**src/rtl/positron_layer_sequencer.sv**
```systemverilog
// ----------------------------------------------------------------------------
// positron_layer_sequencer
//
// Frame controller for one positron layer. It sits between the upstream posit
// stream and the layer datapath (positron array plus memory-to-stream drain).
// It cuts the input stream into frames of NB_UPSTREAM_POSITRON words and marks
// the first and last word of each frame. It also stalls upstream until the
// previous frame's NB_POSITRON results have drained. A DMA tlast seen on input
// is carried to the last drained result word.
//
// Optional feature (compile-time macro POSITRON_SEQ_PAD_SHORT_FRAME_EN):
//   defined   - an early eow_i ends input and the frame is completed with
//               posit-zero pad words (PAD state).
//   undefined - an early eow_i closes the frame on that word and flags err_o.
//
// Ports
//   clk, rst_n    clock, asynchronous active-low reset
//   rts_i/rtr_o   upstream valid/ready; eow_i = upstream tlast
//   dp_rts_o      datapath word valid; dp_rtr_i = datapath ready
//   dp_sow_o      first word of frame (qualified by dp_rts_o)
//   dp_eow_o      last word of frame (qualified by dp_rts_o)
//   dp_pad_o      datapath substitutes posit zero for the input word
//   acc_done_i    one-cycle pulse: datapath finished accumulating the frame
//   drn_rts_i     drain output valid (monitored only)
//   drn_rtr_i     downstream ready (monitored only)
//   eow_o         downstream tlast on the last drained word
//   busy_o        a frame is in flight
//   err_o         sticky protocol error
//   frame_cnt_o   frames fully drained (wraps)
// ----------------------------------------------------------------------------
module positron_layer_sequencer #(
    parameter int NB_UPSTREAM_POSITRON = 784,
    parameter int NB_POSITRON          = 20,
    parameter int FRAME_CNT_WIDTH      = 16
) (
    input  logic                       clk,
    input  logic                       rst_n,
    input  logic                       rts_i,
    output logic                       rtr_o,
    input  logic                       eow_i,
    output logic                       dp_rts_o,
    input  logic                       dp_rtr_i,
    output logic                       dp_sow_o,
    output logic                       dp_eow_o,
    output logic                       dp_pad_o,
    input  logic                       acc_done_i,
    input  logic                       drn_rts_i,
    input  logic                       drn_rtr_i,
    output logic                       eow_o,
    output logic                       busy_o,
    output logic                       err_o,
    output logic [FRAME_CNT_WIDTH-1:0] frame_cnt_o
);

    localparam int WC_W = $clog2(NB_UPSTREAM_POSITRON);
    localparam int DC_W = $clog2(NB_POSITRON) + 1;
    localparam logic [WC_W-1:0] WC_LAST = WC_W'(NB_UPSTREAM_POSITRON - 1);
    localparam logic [DC_W-1:0] DC_LAST = DC_W'(NB_POSITRON - 1);

    typedef enum logic [1:0] {
        ACCUM    = 2'd0,
        WAIT_ACC = 2'd1,
        DRAIN    = 2'd2
`ifdef POSITRON_SEQ_PAD_SHORT_FRAME_EN
        ,PAD     = 2'd3
`endif
    } state_t;

    state_t                     state, state_nxt;
    logic [WC_W-1:0]            wc, wc_nxt;
    logic [DC_W-1:0]            dc, dc_nxt;
    logic                       tlast_lat, tlast_nxt;
    logic                       err_nxt;
    logic [FRAME_CNT_WIDTH-1:0] frame_cnt_nxt;

    logic hs;
    logic drn_hs;
    logic wc_last;

    assign busy_o = (state != ACCUM) || (wc != '0);

    // NOTE: every signal driven here gets a default first so no path leaves it
    // unassigned; otherwise synthesis would infer a latch.
    always_comb begin
        state_nxt     = state;
        wc_nxt        = wc;
        dc_nxt        = dc;
        tlast_nxt     = tlast_lat;
        err_nxt       = err_o;
        frame_cnt_nxt = frame_cnt_o;
        rtr_o         = 1'b0;
        dp_rts_o      = 1'b0;
        dp_sow_o      = 1'b0;
        dp_eow_o      = 1'b0;
        dp_pad_o      = 1'b0;
        eow_o         = 1'b0;
        hs            = 1'b0;
        drn_hs        = drn_rts_i & drn_rtr_i;
        wc_last       = (wc == WC_LAST);

        case (state)
            ACCUM: begin
                // Zero-latency pass-through: upstream sees the datapath ready.
                rtr_o    = dp_rtr_i;
                dp_rts_o = rts_i;
                hs       = rts_i & dp_rtr_i;
                dp_sow_o = rts_i & (wc == '0);
`ifdef POSITRON_SEQ_PAD_SHORT_FRAME_EN
                dp_eow_o = rts_i & wc_last;
`else
                // A short frame is closed on the word carrying eow_i.
                dp_eow_o = rts_i & (wc_last | eow_i);
`endif
                if (acc_done_i) err_nxt = 1'b1;
                if (hs) begin
                    if (eow_i) tlast_nxt = 1'b1;
                    if (wc_last) begin
                        wc_nxt    = '0;
                        state_nxt = WAIT_ACC;
                    end else if (eow_i) begin
`ifdef POSITRON_SEQ_PAD_SHORT_FRAME_EN
                        wc_nxt    = wc + 1'b1;
                        state_nxt = PAD;
`else
                        wc_nxt    = '0;
                        state_nxt = WAIT_ACC;
                        err_nxt   = 1'b1;
`endif
                    end else begin
                        wc_nxt = wc + 1'b1;
                    end
                end
            end

`ifdef POSITRON_SEQ_PAD_SHORT_FRAME_EN
            PAD: begin
                // Upstream is held off while zeros fill the rest of the frame.
                dp_rts_o = 1'b1;
                dp_pad_o = 1'b1;
                dp_eow_o = wc_last;
                if (dp_rtr_i) begin
                    if (wc_last) begin
                        wc_nxt    = '0;
                        state_nxt = WAIT_ACC;
                    end else begin
                        wc_nxt = wc + 1'b1;
                    end
                end
            end
`endif

            WAIT_ACC: begin
                if (acc_done_i) begin
                    dc_nxt    = '0;
                    state_nxt = DRAIN;
                end
            end

            DRAIN: begin
                if (acc_done_i) err_nxt = 1'b1;
                if (drn_hs) begin
                    if (dc == DC_LAST) begin
                        eow_o         = tlast_lat;
                        tlast_nxt     = 1'b0;
                        frame_cnt_nxt = frame_cnt_o + 1'b1;
                        dc_nxt        = '0;
                        state_nxt     = ACCUM;
                    end else begin
                        dc_nxt = dc + 1'b1;
                    end
                end
            end

            default: state_nxt = ACCUM;
        endcase
    end

    // NOTE: sequential state uses non-blocking assignments so every register
    // samples the pre-edge values regardless of statement order.
    always_ff @(posedge clk or negedge rst_n) begin
        if (!rst_n) begin
            state       <= ACCUM;
            wc          <= '0;
            dc          <= '0;
            tlast_lat   <= 1'b0;
            err_o       <= 1'b0;
            frame_cnt_o <= '0;
        end else begin
            state       <= state_nxt;
            wc          <= wc_nxt;
            dc          <= dc_nxt;
            tlast_lat   <= tlast_nxt;
            err_o       <= err_nxt;
            frame_cnt_o <= frame_cnt_nxt;
        end
    end

endmodule

```
**config.mk**
```make
export PLATFORM = sky130hd
export DESIGN_NAME = positron_layer_sequencer
export DESIGN_NICKNAME = d
export VERILOG_FILES = /design/src/rtl/positron_layer_sequencer.sv
export SDC_FILE = /design/constraint.sdc
export NUM_CORES = 1
export LEC_CHECK = 0
export CORE_MARGIN = 1
export CORE_UTILIZATION = 56
export DETAILED_ROUTE_END_ITERATION = 7
export PLACE_DENSITY = 0.84
export SYNTH_ARGS = -nofsm -noshare
export SYNTH_HDL_FRONTEND = slang
export SYNTH_SLANG_ARGS = --single-unit
```
**constraint.sdc**
```tcl
create_clock -name clk -period 5.1 [get_ports clk]
set_input_delay 0.765 -clock clk [delete_from_list [all_inputs] [get_ports clk]]
set_output_delay 0.765 -clock clk [all_outputs]
set_load 0.01 [all_outputs]
```
==> metrics.txt <==
Max Cap Viol=0; fill count=approximately 250; Final Net Count=224; Post-synth EDFFs=0; pin count of the biggest net entering global routing=37; Port Buffers=30; Final Skew=0.00895 ns; CTS clk-pin slew, worst paths=0.11 ns; Total Routing Usage GR=25.4%; vias in the first global route=1430; CTS root buffer=clkbuf_4; post-synthesis sequential area ratio=48.4%; routed wire length=3730 um; Clock power frac=29.4%; Die Wd=59.6 um; Synth area leader=dfrtp_1; Post-DRT Antenna Nets=0; number of inserted diodes=0; initial cell density of the core=60.0%; Final period util=62.7%; Top FF cell, synth=dfrtp_1; layout cell share with drive strength beyond 1=7.04%; area post-placement=0.00218 mm2; initial antenna violation count=0; number of gates resized after cts=0; gr ovfl total=0; postcts setup bufs=0; Setup CP Type=reg2out; static leakage=1.00 nW; Final HPWL DP=2650 um; pwr/cell area=304 mW/mm2; CTS Buffer Depth=2; Yosys Warn Count=0; placed insts=249; Async SR Flop Fraction=100%; Worst Path Max Fanout=6; Worst Hold Class=reg2reg; syn nets=194; total CTS buffers=5; Final Cell Area=roughly 0.0023 mm2; vias=1439; Setup TNS Final=0 ns; Pint=approximately 0.48 mW; Max VDD drop=0.283 mV; CTS Sinks=36; Synth cell types=38; max-slew violations=0; DRC Markers=0; die area=0.00356 mm2; Gate power share=a little under a fifth; Final Power=0.687 mW; Required @ worst endpoint=4.34 ns; Flop pwr share=about half; routed wl met2=1910 um; Worst-Skew Late Latency=between 0.3 and 0.4 ns; TritonCTS clock tree=done; fin crit period=approximately 3.2 ns; post-route insts no fill=approximately 260; wire length per cell=about 15 um; crit end category=output port; Slew HR=65.3%; average cell area after synthesis=10.2 um2; hold buffer count at cts=0; main area contributors after synthesis=dfrtp_1 48%, xnor2_1 8.9%, xor2_1 3.3%; top sig layer=met4; sw frac=30.4%; Met1 Wirelength=~1600 um; area grow syn2layout=21.6%; DIE HEIGHT=59.6 um; # IOs=32; FF/Latch Area=901 um2; final setup vio count=0; Hold Vio Cnt, Final=0; global-route wire length before repair=between 6000 and 7000 um; Via density=5.60; Yosys top cell area share=between 40 and 50%; status=completed; synthesized area=~0.0019 mm2; CP startpoint kind=flop; Pre-Repair DR Iteration Count=4; Initial DRC Count=55; H-tree depth=2; FF+latch count, synth=36; RSZ-0062 raised after global routing=false; crit path DAT=2.43 ns; Multi-input gate area=896 um2; routability cong.=between 0.9 and 1; Cells after Synth=between 150 and 200; Worst-Margin Slew=0.516 ns; P_sw=0.209 mW; std cell rows=20; core area=about 0.0031 mm2; Fmax=313 MHz; Routed met3 length=176 um
## cells in the mapped netlist (2+ instances only)
library cell and n:
ha_1 4, nor4_4 2, nor4_1 5, clkbuf_1 6, xnor2_1 19, inv_1 6
o2111ai_1 3, nor2b_1 3, nand4_1 6, and3_1 5, and4_1 3, xor2_1 7
nand2_1 14, nor3_1 5, nand2b_1 3, nor2_1 16, a21oi_1 2, nand3_1 11
dfrtp_1 36, o21ai_0 8
## per-layer routing
| metal | vias to the layer above | global-route usage (%) |
|---|---|---|
| met5 | - | 0 |
| met4 | 0 | 11.3 |
| met3 | 10 | 6.11 |
| met2 | 36 | 44.8 |
| met1 | 699 | 29.0 |
| li1 | 694 | - |
## final timing paths
path                                       from              end  slack [ns]  depth (start not counted)
worst min-delay path            frame_cnt_o[15]  frame_cnt_o[15]        0.49                          1
worst min register to register  frame_cnt_o[15]  frame_cnt_o[15]        0.49                          1
worst max-delay path                      dc[0]            eow_o        1.90                          4
min in group asynchronous                 rst_n   frame_cnt_o[7]        0.82                          2
worst max register to register            dc[0]   frame_cnt_o[9]        2.96                          5
max in group asynchronous                 rst_n            wc[1]        3.97                          2
## power by group through the flow
stage	logic (mW)	registers, mW	clock network, mW
after floorplan	0.105	0.335	0
after global placement	0.126	0.356	0
after detailed placement	0.131	0.358	0
after CTS	0.132	0.353	0.209
after global routing	0.150	0.360	0.217
final	0.131	0.354	0.202
## flip-flops by register name (all words and copies together) (netlist names)
name / cells
wc: 10
err_o: 1
frame_cnt_o: 16
tlast_lat: 1
state: 2
dc: 6
## layout by cell type, fill, tap and decap left out, types with 5 or more instances in the layout
cell             Yosys  final
and3_1               5      5
clkbuf_4             0      5
clkdlybuf4s50_1      0     30
dfrtp_1             36     36
inv_1                6      6
nand2_1             14     14
nand3_1             11     11
nand4_1              6      6
nor2_1              16     16
nor3_1               5      5
nor4_1               5      5
o21ai_0              8      8
xnor2_1             19     19
xor2_1               7      7
## kinds of logic (layout without fill, tap and decap cells)
group                      Yosys count  in the layout  share of synthesized area [%]
other                                1              1                          0.202
buffers and inverters               14             45                           3.43
and+or+nand+nor                     82             82                           26.3
adders and majority gates            4              4                           2.69
muxes                                2              2                           1.21
xor gates and xnor gates            26             26                           12.2
AOI/OAI and AO/OA                   17             17                           5.52
DFF                                 36             36                           48.4
## metrics by stage
| stage | hold WS (ns) | util, % | worst slack (ns) |
|---|---|---|---|
| floorplan | 0.469 | - | 2.88 |
| global placement | 0.461 | 70.3 | 2.03 |
| detailed placement | 0.471 | 70.3 | 1.98 |
| CTS | 0.488 | 72.9 | 1.92 |
| global route | 0.491 | 72.9 | 1.81 |
| finish | 0.486 | 72.9 | 1.90 |
## worst max-delay path, stage by stage, from the launching register on
cell and delay, ns:
dfrtp_1 0.43, ha_1 0.20, or3b_1 0.51, nor4_1 0.34, clkdlybuf4s50_1 0.60
## area by class of cell
| cell class | instances | share of cell area [%] |
|---|---|---|
| repair buffers | 31 | 13.6 |
| clock buffers | 5 | 1.66 |
| inverters | 6 | 0.996 |
| clock inverters | 3 | 1.88 |
| well taps | 44 | 2.43 |
| flip-flops and latches | 36 | 39.8 |
| multi-input cells | 132 | 39.6 |
Power figures use the tool's default switching activity.
==> variant, RTL diff (same flow settings) <==
The option `POSITRON_SEQ_PAD_SHORT_FRAME_EN` is turned on by a define.
--- a/src/rtl/positron_layer_sequencer.sv
+++ b/src/rtl/positron_layer_sequencer.sv
@@ -30,2 +30,4 @@
 // ----------------------------------------------------------------------------
+`define POSITRON_SEQ_PAD_SHORT_FRAME_EN
+
 module positron_layer_sequencer #(
Behaviour: not the same (Yosys sat finds a counterexample within 4 cycles, from zero or initial values and one cycle with rst_n low).
==> variant against the original RTL <==
- utilization down 1.7 points
- final area is 5.9% higher
- synthesized cell count is 7.7% higher
- worst hold slack got worse by 0.0036 ns
- sequential cell count unchanged
- synthesized area increased by 6.3%
- die area up 6.0%
- wire length up 6.4%
- worst setup slack worse by 0.090 ns
- highest routed layer unchanged
- critical path depth did not move
- first-iteration DRC count increased by 25%
- critical path type unchanged
Power is not compared: it rests on default switching activity, and its combinational part moved more than twofold at a synthesized area within 25%.
==> variant: results <==
metrics = {
    "setup_path": {
        "crit_start": "wc[4]",
        "cp_slowest_cell": "or4_1",
        "r2r_end": "wc[9]",
        "cp_slowest_stage_delay_ns": 0.57,
        "cp.arrival_ns": 2.52,
        "reg2reg_slack_ns": 2.75,
        "worstReg2RegStart": "state[0]",
    },
    "power": {
        "peakVddDrop_mv": 0.213,
    },
    "status": {
        "status": "completed",
    },
    "synthesis": {
        "ys_top_cells_by_count": "36 x dfrtp_1, 12 x nand2_1, 11 x nand3_1, 10 x xor2_1",
        "ys_seq_area_share_pct": 45.6,
        "ys_types": 43,
        "synth_area_leaders": "dfrtp_1 46%, ha_1 5.1%, xor2_1 4.4%, xnor2_1 4.0%, nand3_1 2.8%",
        "synth-main-ff-cell": "dfrtp_1",
        "syn_nets": 212,
    },
    "sta": {
        "relSlewSlack_pct": 54.3,
        "clock_skew_ns": 0.00725,
    },
    "finish": {
        "fillCellCount": 283,
        "drive_above_1_share_pct": 7.42,
        "num-nets-final": 244,
    },
    "detailed_routing": {
        "avgRoutedWirePerCell_um": 14.4,
        "drt_iter0_markers": 69,
        "wl_met1_um": 1810,
        "vias": 1592,
    },
    "global_routing": {
        "grt_util_met2_pct": 41.1,
        "grt_pass1_wl_um": 6540,
        "grt_util_met3_pct": 6.09,
        "use_met1_pct": 28.7,
        "grt_pass1_vias": 1507,
        "grt_max_degree": 37,
    },
    "placed_design": {
        "io_buffers": 31,
        "dp_hpwl_um": 2890,
        "place.gp.congestion": 0.835,
    },
}
## variant: cell types whose count changed after synthesis, moves of 4 or more
cell     delta
ha_1        +4
a21oi_1     +5
nor2_1      -7
or4_1       +5
nand4_1     -4
a22o_1      +5
o31ai_1     +5
mux2i_1     +4
xnor2_1    -10
## variant: cell families after synthesis
logic type | share of synthesized area [%]
AND/OR/NAND/NOR | 24.5
flip-flops | 45.6
AO/OA/AOI/OAI | 9.18
XOR/XNOR | 8.42
buffers and inverters | 3.54
adder cells (fa/ha/maj) | 5.06
multiplexers | 3.73
## variant: final cells by class
cell class	count	share of cell area, %
multi-input cells	144	42.0
clock buffers	5	1.57
well taps	46	2.40
repair buffers	32	13.3
inverters	9	1.41
flip-flops and latches	36	37.6
clock inverters	3	1.78
## variant: through the flow
step / setup slack [ns] / instance area (µm²) / std cells / hold slack (ns) / util, %
global route: 1.67 / 2400 / 275 / 0.511 / 71.2
detailed placement: 2.19 / 2320 / 267 / 0.462 / 68.9
floorplan: 2.65 / 1980 / 196 / 0.455 / -
finish: 1.81 / 2400 / 275 / 0.482 / 71.2
global placement: 2.23 / 2320 / 267 / 0.459 / 68.9
CTS: 1.80 / 2400 / 275 / 0.483 / 71.2
## variant: worst min path at each step
stage                                from               to  slack [ns]
after detailed placement  frame_cnt_o[15]  frame_cnt_o[15]        0.46
after global routing      frame_cnt_o[15]  frame_cnt_o[15]        0.51
final                     frame_cnt_o[15]  frame_cnt_o[15]        0.48
after global placement    frame_cnt_o[15]  frame_cnt_o[15]        0.46
after CTS                 frame_cnt_o[15]  frame_cnt_o[15]        0.48
after floorplan                     wc[7]            wc[7]        0.45
